===== src/rtl/image_wr_counter.sv =====
// Column counter for the SRAM-to-image write path: counts enabled strobes
// from 0 to rollover_val-1, then wraps to 0 and raises rollover_flag.
module image_wr_counter #(
    parameter int WIDTH = 13
) (
    input  logic             clk,
    input  logic             clear,
    input  logic [WIDTH-1:0] rollover_val,
    input  logic             count_enable,
    output logic             rollover_flag,
    output logic [WIDTH-1:0] value
);

    logic [WIDTH-1:0] value_q;
    logic [WIDTH-1:0] value_d;
    logic             flag_q;
    logic             flag_d;
    logic [WIDTH:0]   valuePlusOne;
    logic             wrapHit;

    // Testing value+1 >= rollover_val in WIDTH+1 bits is the same as
    // value >= rollover_val-1, and it still wraps for rollover_val of 0 or 1.
    assign valuePlusOne = {1'b0, value_q} + {{WIDTH{1'b0}}, 1'b1};
    assign wrapHit      = (valuePlusOne >= {1'b0, rollover_val});

    always_comb begin
        value_d = value_q;
        flag_d  = flag_q;
        if (clear) begin
            value_d = '0;
            flag_d  = 1'b0;
        end else if (count_enable) begin
            if (wrapHit) begin
                value_d = '0;
                flag_d  = 1'b1;
            end else begin
                value_d = valuePlusOne[WIDTH-1:0];
                flag_d  = 1'b0;
            end
        end
    end

    always_ff @(posedge clk) begin
        value_q <= value_d;
        flag_q  <= flag_d;
    end

    assign value         = value_q;
    assign rollover_flag = flag_q;

`ifndef SYNTHESIS
    // A count never lands at or above the width that was in force on its edge.
    property pValueInRange;
        @(posedge clk) disable iff (clear)
            (count_enable && (rollover_val != '0)) |=> (value < $past(rollover_val));
    endproperty
    assert property (pValueInRange);
`endif

endmodule


===== config.mk =====
export PLATFORM = sky130hd
export DESIGN_NAME = image_wr_counter
export DESIGN_NICKNAME = d
export VERILOG_FILES = /design/src/rtl/image_wr_counter.sv
export SDC_FILE = /design/constraint.sdc
export NUM_CORES = 1
export LEC_CHECK = 0
export BUFFER_PORTS_ARGS = -buffer_cell sky130_fd_sc_hd__buf_2
export CORE_UTILIZATION = 40
export CTS_BUF_LIST = sky130_fd_sc_hd__clkbuf_4 sky130_fd_sc_hd__clkbuf_8 sky130_fd_sc_hd__clkbuf_16
export DETAILED_ROUTE_END_ITERATION = 12
export RECOVER_POWER = 100
export SLEW_MARGIN = 20
export SYNTH_ARGS = -nofsm -noshare
export SYNTH_HDL_FRONTEND = slang
export SYNTH_SLANG_ARGS = --single-unit
export TNS_END_PERCENT = 100

===== constraint.sdc =====
create_clock -name clk -period 4.2 [get_ports clk]
set_clock_uncertainty 0.1 [all_clocks]
set_input_delay 1.26 -clock clk [delete_from_list [all_inputs] [get_ports clk]]
set_output_delay 1.26 -clock clk [all_outputs]
set_load 0.02 [all_outputs]

==> key figures, run 1 <==
Run status
  • Status: complete, no violations

STA
  • Fmax: 293 MHz
  • Total negative slack: 0 ps
  • Crit path time final: 3420 ps
  • Period utilization: 81.3%
  • RSZ-0062 raised after global routing: no
  • Pins over their slew limit: 0
  • Hold Vio Cnt, Final: 0
  • Slew @ Worst Pin: 709 ps
  • Final setup violating endpoints: 0
  • Max_slew headroom: 52.6%

Power
  • Sw Share: 26.3%
  • Internal power: 184 uW
  • P per Cell Area: 194 nW/um2
  • Combinational Power Share: 14.8%
  • Peak supply drop: 0.167 mV
  • Power share of the clock group: 29.5%
  • Seq pwr share: 55.7%
  • Net switching power: 65.6 uW
  • Leak: 0.000569 uW

Setup path
  • Crit path launch type: register
  • Critical Path AT: 3480 ps
  • Delay-heaviest family, CP: simple AND/OR/NAND/NOR gates
  • Critical path capture point type: register
  • Buffers and inverters on the worst path: 0
  • CP Class: reg -> reg
  • Slowest cell on the critical path: or4_4
  • Worst-path maximum fanout: 11
  • R2R Setup Slk: 780 ps
  • Worst stage delay on the critical path: 560 ps
  • CP cell instances: ha_1, nand4_1, xnor2_1, ha_1, nand4_1, or4_4, a31oi_4, nor2_2, a221o_1
  • Req. time, crit path: 4270 ps

Routing
  • Drt drc: 0
  • Detailed Route WL: 2380 um
  • Highest metal used: met4
  • Iteration count of the initial detailed-routing pass: 4
  • Wire length on met3: 133 um
  • Antenna viol nets, final: 0
  • DR iter-0 viols: 32
  • Vias per Instance: 5.42
  • Met2 wire length: 1080 um
  • Avg WL per Cell: 12.5 um
  • Vias: 1035
  • Met1 Wirelength: 1150 um

Yosys
  • Largest cells by area after synthesis: dfxtp_1 (25%), ha_1 (15%), xnor2_1 (7.0%)
  • Async set-or-reset flop fraction in the synthesized netlist: 0%
  • Nets in the synthesized netlist: 164
  • Synth top cells by count: dfxtp_1 (14), ha_1 (14), inv_1 (14)
  • Register area share after synthesis: 24.7%
  • Synthesized flop and latch total: 14
  • Syn Inst Count: 134
  • Top cell type's share of synthesized area: 24.7%
  • Leading register cell type out of synthesis: dfxtp_1
  • Synth area leader: dfxtp_1
  • Yosys cell types: 39
  • Synthesized area per cell: 8.46 um2
  • Mapped Area: 1130 um2
  • Yosys synthesis warning count: 0
  • EDFF count, synth: 0

Final layout
  • Filler cell count: 271
  • Synthesis-to-layout area growth: 13.8%
  • Diodes inserted: 0
  • Layout cells sized above 1: 14.3%
  • Final #Nets: 193
  • Finished Layout Cells: 191

Global route
  • Vias in the first global route: 917
  • Largest net degree at the start of global routing: 12
  • GRT overflow: 0
  • Antenna violations before repair: 0
  • First-pass GRT wire length: 4060 um
  • Overall routing resource usage: 16.7%

Worst hold path
  • HP Class: reg -> reg

Place
  • Gp weighted congestion: 0.826
  • IO buf count: 29
  • Placed insts: 188
  • Post-DP HPWL: 1850 um

Clocking
  • Postcts setup bufs: 0
  • Hold_buf cts: 0
  • CTS sink cnt: 14
  • CTS resizes: 0
  • H-tree Lvls: 1
  • Clock Latency Late Sink: 270 ps
  • Clock root cell: clkbuf_4
  • Clk buf depth: 2
  • Clk pin slew, worst setup/hold paths: 80 ps
  • CTS Buf Count: 3
  • CTS tree: yes

Die
  • Die Ht: 55.2 um
  • Die area: 3050 um2
  • Core Region: 2570 um2
  • Initial core utilization: 44.2%
  • Die extent in x: 55.2 um
  • Num ports: 30
  • Row count: 18

Job
  • Max-Cap Viols: 0
worst register-to-register path, stage by stage (launching register included):
cell and delay, ps:
dfxtp_1 510, ha_1 360, nand4_1 280, xnor2_1 220, ha_1 300, nand4_1 120, or4_4 560, a31oi_4 300
nor2_2 190, a221o_1 380
power by group through the flow:
| stage | Sequential (uW) | Combinational (uW) | Clock (uW) |
|---|---|---|---|
| 2_1_floorplan | 144 | 22.6 | 0 |
| 3_3_place_gp | 142 | 36.6 | 0 |
| 3_5_place_dp | 142 | 37.7 | 0 |
| 4_1_cts | 139 | 38.0 | 76.8 |
| 5_1_grt | 140 | 42.9 | 84.0 |
| 6_report | 139 | 36.9 | 73.7 |
stage by stage:
| step | hold slack, ps | setup WS (ps) | utilization (%) | area (um2) | power, uW |
|---|---|---|---|---|---|
| floorplan | 515 | 998 | - | 1130 | 166 |
| global route | 468 | 483 | 50.2 | 1290 | 267 |
| finish | 453 | 783 | 50.2 | 1290 | 250 |
| detailed placement | 425 | 746 | 50.0 | 1280 | 180 |
| CTS | 444 | 769 | 50.9 | 1310 | 254 |
| global placement | 416 | 781 | 50.0 | 1280 | 179 |
area by class of cell:
cell class / count / area (um2) / area share (%)
inverters: 14 / 52.6 / 4.07
flip-flops and latches: 14 / 280 / 21.7
repair buffers: 29 / 128 / 9.89
multi-input cells: 101 / 769 / 59.7
well taps: 30 / 37.5 / 2.91
clock buffers: 3 / 22.5 / 1.75
layer usage:
metal  global-route usage [%]  vias to the layer above
met5                        0                        -
met4                     3.21                        0
met3                     5.15                        2
met2                     27.0                       29
met1                     22.0                      468
li1                         -                      536
cells by family (layout without fill, tap and decap cells):
kind of cell	count (synthesis)	in the layout	share of synthesized area (%)
and+or+nand+nor	50	50	23.5
AOI/OAI and AO/OA	26	26	20.4
buffers and inverters	19	46	7.40
adders and majority gates	14	14	15.5
DFF	14	14	24.7
xor gates and xnor gates	11	11	8.50
layout by cell type (no fill, tap or decap), types with 2 or more instances in the layout:
cell       n
a221o_1    4
a21oi_1    4
inv_1     14
xnor2_1    9
nand4_1    4
clkbuf_1  14
clkbuf_4   3
buf_2     15
nand2_1   11
a22o_1     7
o21ai_0    2
nor2_1     9
nand3_1    7
ha_1      14
dfxtp_1   14
xor2_1     2
nand2b_1   3
nor3_1     4
sequential cells by signal (all words and copies together) (netlist names):
| register | cells |
|---|---|
| value | 13 |
| rollover_flag | 1 |
path summary, 6_finish.rpt:
check	depth (start not counted)	start	end
hold / removal	1	value[10]$_SDFFE_PP0P_	value[10]$_SDFFE_PP0P_
setup reg to reg	9	value[0]$_SDFFE_PP0P_	value[11]$_SDFFE_PP0P_
hold reg to reg	1	value[10]$_SDFFE_PP0P_	value[10]$_SDFFE_PP0P_
setup / recovery	9	value[0]$_SDFFE_PP0P_	value[11]$_SDFFE_PP0P_
Note: power is estimated with default switching activity, not from simulation.
==> run 2, diff against run 1 <==
- PLACE_DENSITY: default -> 0.66
- clock period: 4.2 -> 3.11 ns (I/O delays scaled with it)
==> run 2 against run 1 <==
Net effect:
- clock power increased by 87%
- combinational power increased by 57%
- worst hold slack got worse by 14 ps
- core utilization increased by 6.8 points
- count of clock-buffer cells in the layout increased by 1
==> key figures, run 2 (synthesis results as in run 1) <==
Setup path
  • Most used cell, CP: nand4_1
  • Buffers and inverters on the worst path: 1
  • Delay-heaviest family, CP: simple AND/OR/NAND/NOR gates
  • Crit path launch type: register
  • Critical Path AT: 3060 ps
  • Critical path capture point type: register
  • CP Class: reg -> reg
  • CP cell instances: and4_2, nand4_1, xnor2_1, ha_1, nand4_1, or4_4, a31oi_4, buf_4, nor3_1, a221o_1
  • Worst-path maximum fanout: 6
  • Worst stage delay on the critical path: 570 ps
  • Req. time, crit path: 3200 ps
  • Slowest cell on the critical path: or4_4

Worst hold path
  • HP Class: reg -> reg

STA
  • Max_slew headroom: 47.4%
  • Pins over their slew limit: 0
  • Fmax: 336 MHz
  • Slew @ Worst Pin: 787 ps
  • Hold Vio Cnt, Final: 0
  • RSZ-0062 raised after global routing: yes
  • Final worst setup slack: 132 ps
  • Hold Slack: 439 ps
  • Final setup violating endpoints: 0
  • Crit path time final: 2980 ps
  • Total negative slack: 0 ps
  • Period utilization: 95.8%

Power
  • Leak: 0.000722 uW
  • Internal power: 279 uW
  • P per Cell Area: 261 nW/um2
  • Sw Share: 27.0%
  • Combinational Power Share: 15.2%
  • Net switching power: 103 uW
  • Power share of the clock group: 36.2%
  • Peak supply drop: 0.213 mV
  • Seq pwr share: 48.7%

Place
  • IO buf count: 29
  • Gp weighted congestion: 0.801
  • Dpl ws: 26.3 ps
  • Placed insts: 200
  • Area post-placement: 1380 um2
  • Post-DP HPWL: 2070 um

Clocking
  • Clk pin slew, worst setup/hold paths: 90 ps
  • CTS sink cnt: 14
  • Clk buf depth: 2
  • Clock Latency Late Sink: 290 ps
  • Clock root cell: clkbuf_4
  • CTS tree: yes
  • H-tree Lvls: 1
  • CTS Buf Count: 3

Global route
  • GRT overflow: 0
  • Overall routing resource usage: 18.3%
  • Antenna violations before repair: 0
  • Vias in the first global route: 1039
  • Largest net degree at the start of global routing: 12
  • First-pass GRT wire length: 4530 um

Routing
  • Detailed Route WL: 2700 um
  • Iteration count of the initial detailed-routing pass: 4
  • Vias per Instance: 5.43
  • Drt drc: 0
  • Avg WL per Cell: 13.0 um
  • Antenna viol nets, final: 0
  • DR iter-0 viols: 18
  • Vias: 1130

Die
  • Num ports: 30
  • Initial core utilization: 44.2%
  • Row count: 18
  • Core Region: 2570 um2
  • Die area: 3050 um2
  • Die extent in x: 55.2 um
  • Die Ht: 55.2 um

Final layout
  • Leading cell type in the layout, fill and taps excluded: buf_2
  • Commonest non-fill, non-tap cells in the layout: buf_2 (28), buf_4 (16), inv_1 (14), ha_1 (14), nand2_1 (11)
  • Fin area: 1470 um2
  • Final #Nets: 209
  • Finished Layout Cells: 208
  • Diodes inserted: 0
  • Max FFs per register: 13
  • Layout cells sized above 1: 34.3%
  • Synthesis-to-layout area growth: 29.2%

Run status
  • Status: complete, no violations

Job
  • Max-Cap Viols: 0
==> run 2: changes by cell type in the layout (fill, tap and decap cells not counted), moves of 4 or more <==
| cell | change |
|---|---|
| buf_4 | +16 |
| buf_2 | +13 |
| clkbuf_1 | -13 |
| dfxtp_1 | -5 |
| dfxtp_2 | +4 |
==> run 2: stage by stage <==
| stage | total power [uW] | utilization [%] |
|---|---|---|
| after detailed placement | 248 | 53.7 |
| final | 382 | 57.1 |
| after CTS | 383 | 55.1 |
| after global routing | 405 | 57.1 |
| after global placement | 246 | 53.7 |
| after floorplan | 225 | - |
==> run 2: final timing paths <==
check,start,endpoint,slack [ps],cells past startpoint
setup reg to reg,value[2]$_SDFFE_PP0P_,value[5]$_SDFFE_PP0P_,130,10
hold / removal,value[2]$_SDFFE_PP0P_,value[2]$_SDFFE_PP0P_,440,1
setup / recovery,value[2]$_SDFFE_PP0P_,value[5]$_SDFFE_PP0P_,130,10
hold reg to reg,value[2]$_SDFFE_PP0P_,value[2]$_SDFFE_PP0P_,440,1
==> run 2: timing repair <==
item	CTS	global route
setup endpoints to repair	0	12
setup buffers	0	4
gates resized for setup	0	8
hold buffers	0	0
==> run 2: layer usage <==
layer  part of all wire, %  track usage, %
met5                     0               0
met4                  0.59            2.14
met3                   5.0            4.68
met2                    49            32.7
met1                    45            22.7
==> run 2: power by group through the flow <==
stage                     clock (uW)  combinational [uW]  sequential (uW)
after floorplan                    0                30.5              195
after global routing             152                66.6              187
after global placement             0                55.0              191
final                            138                57.9              186
after CTS                        139                57.2              187
after detailed placement           0                56.9              191
==> run 2: worst reg2reg max path, delay by kind of cell, from the launching register on <==
family | cells | cell delay, ps
fa+ha+maj | 1 | 300
flops | 1 | 380
simple gates | 5 | 1190
xor+xnor | 1 | 190
compound gates | 2 | 530
buf+inv | 1 | 190
==> run 2: cell type report <==
cell class,count,area (um2)
clock buffers,4,36.3
fillers,265,1100
inverters,14,52.6
multi-input cells,101,786
flip-flops and latches,14,289
well taps,30,37.5
repair buffers,45,264
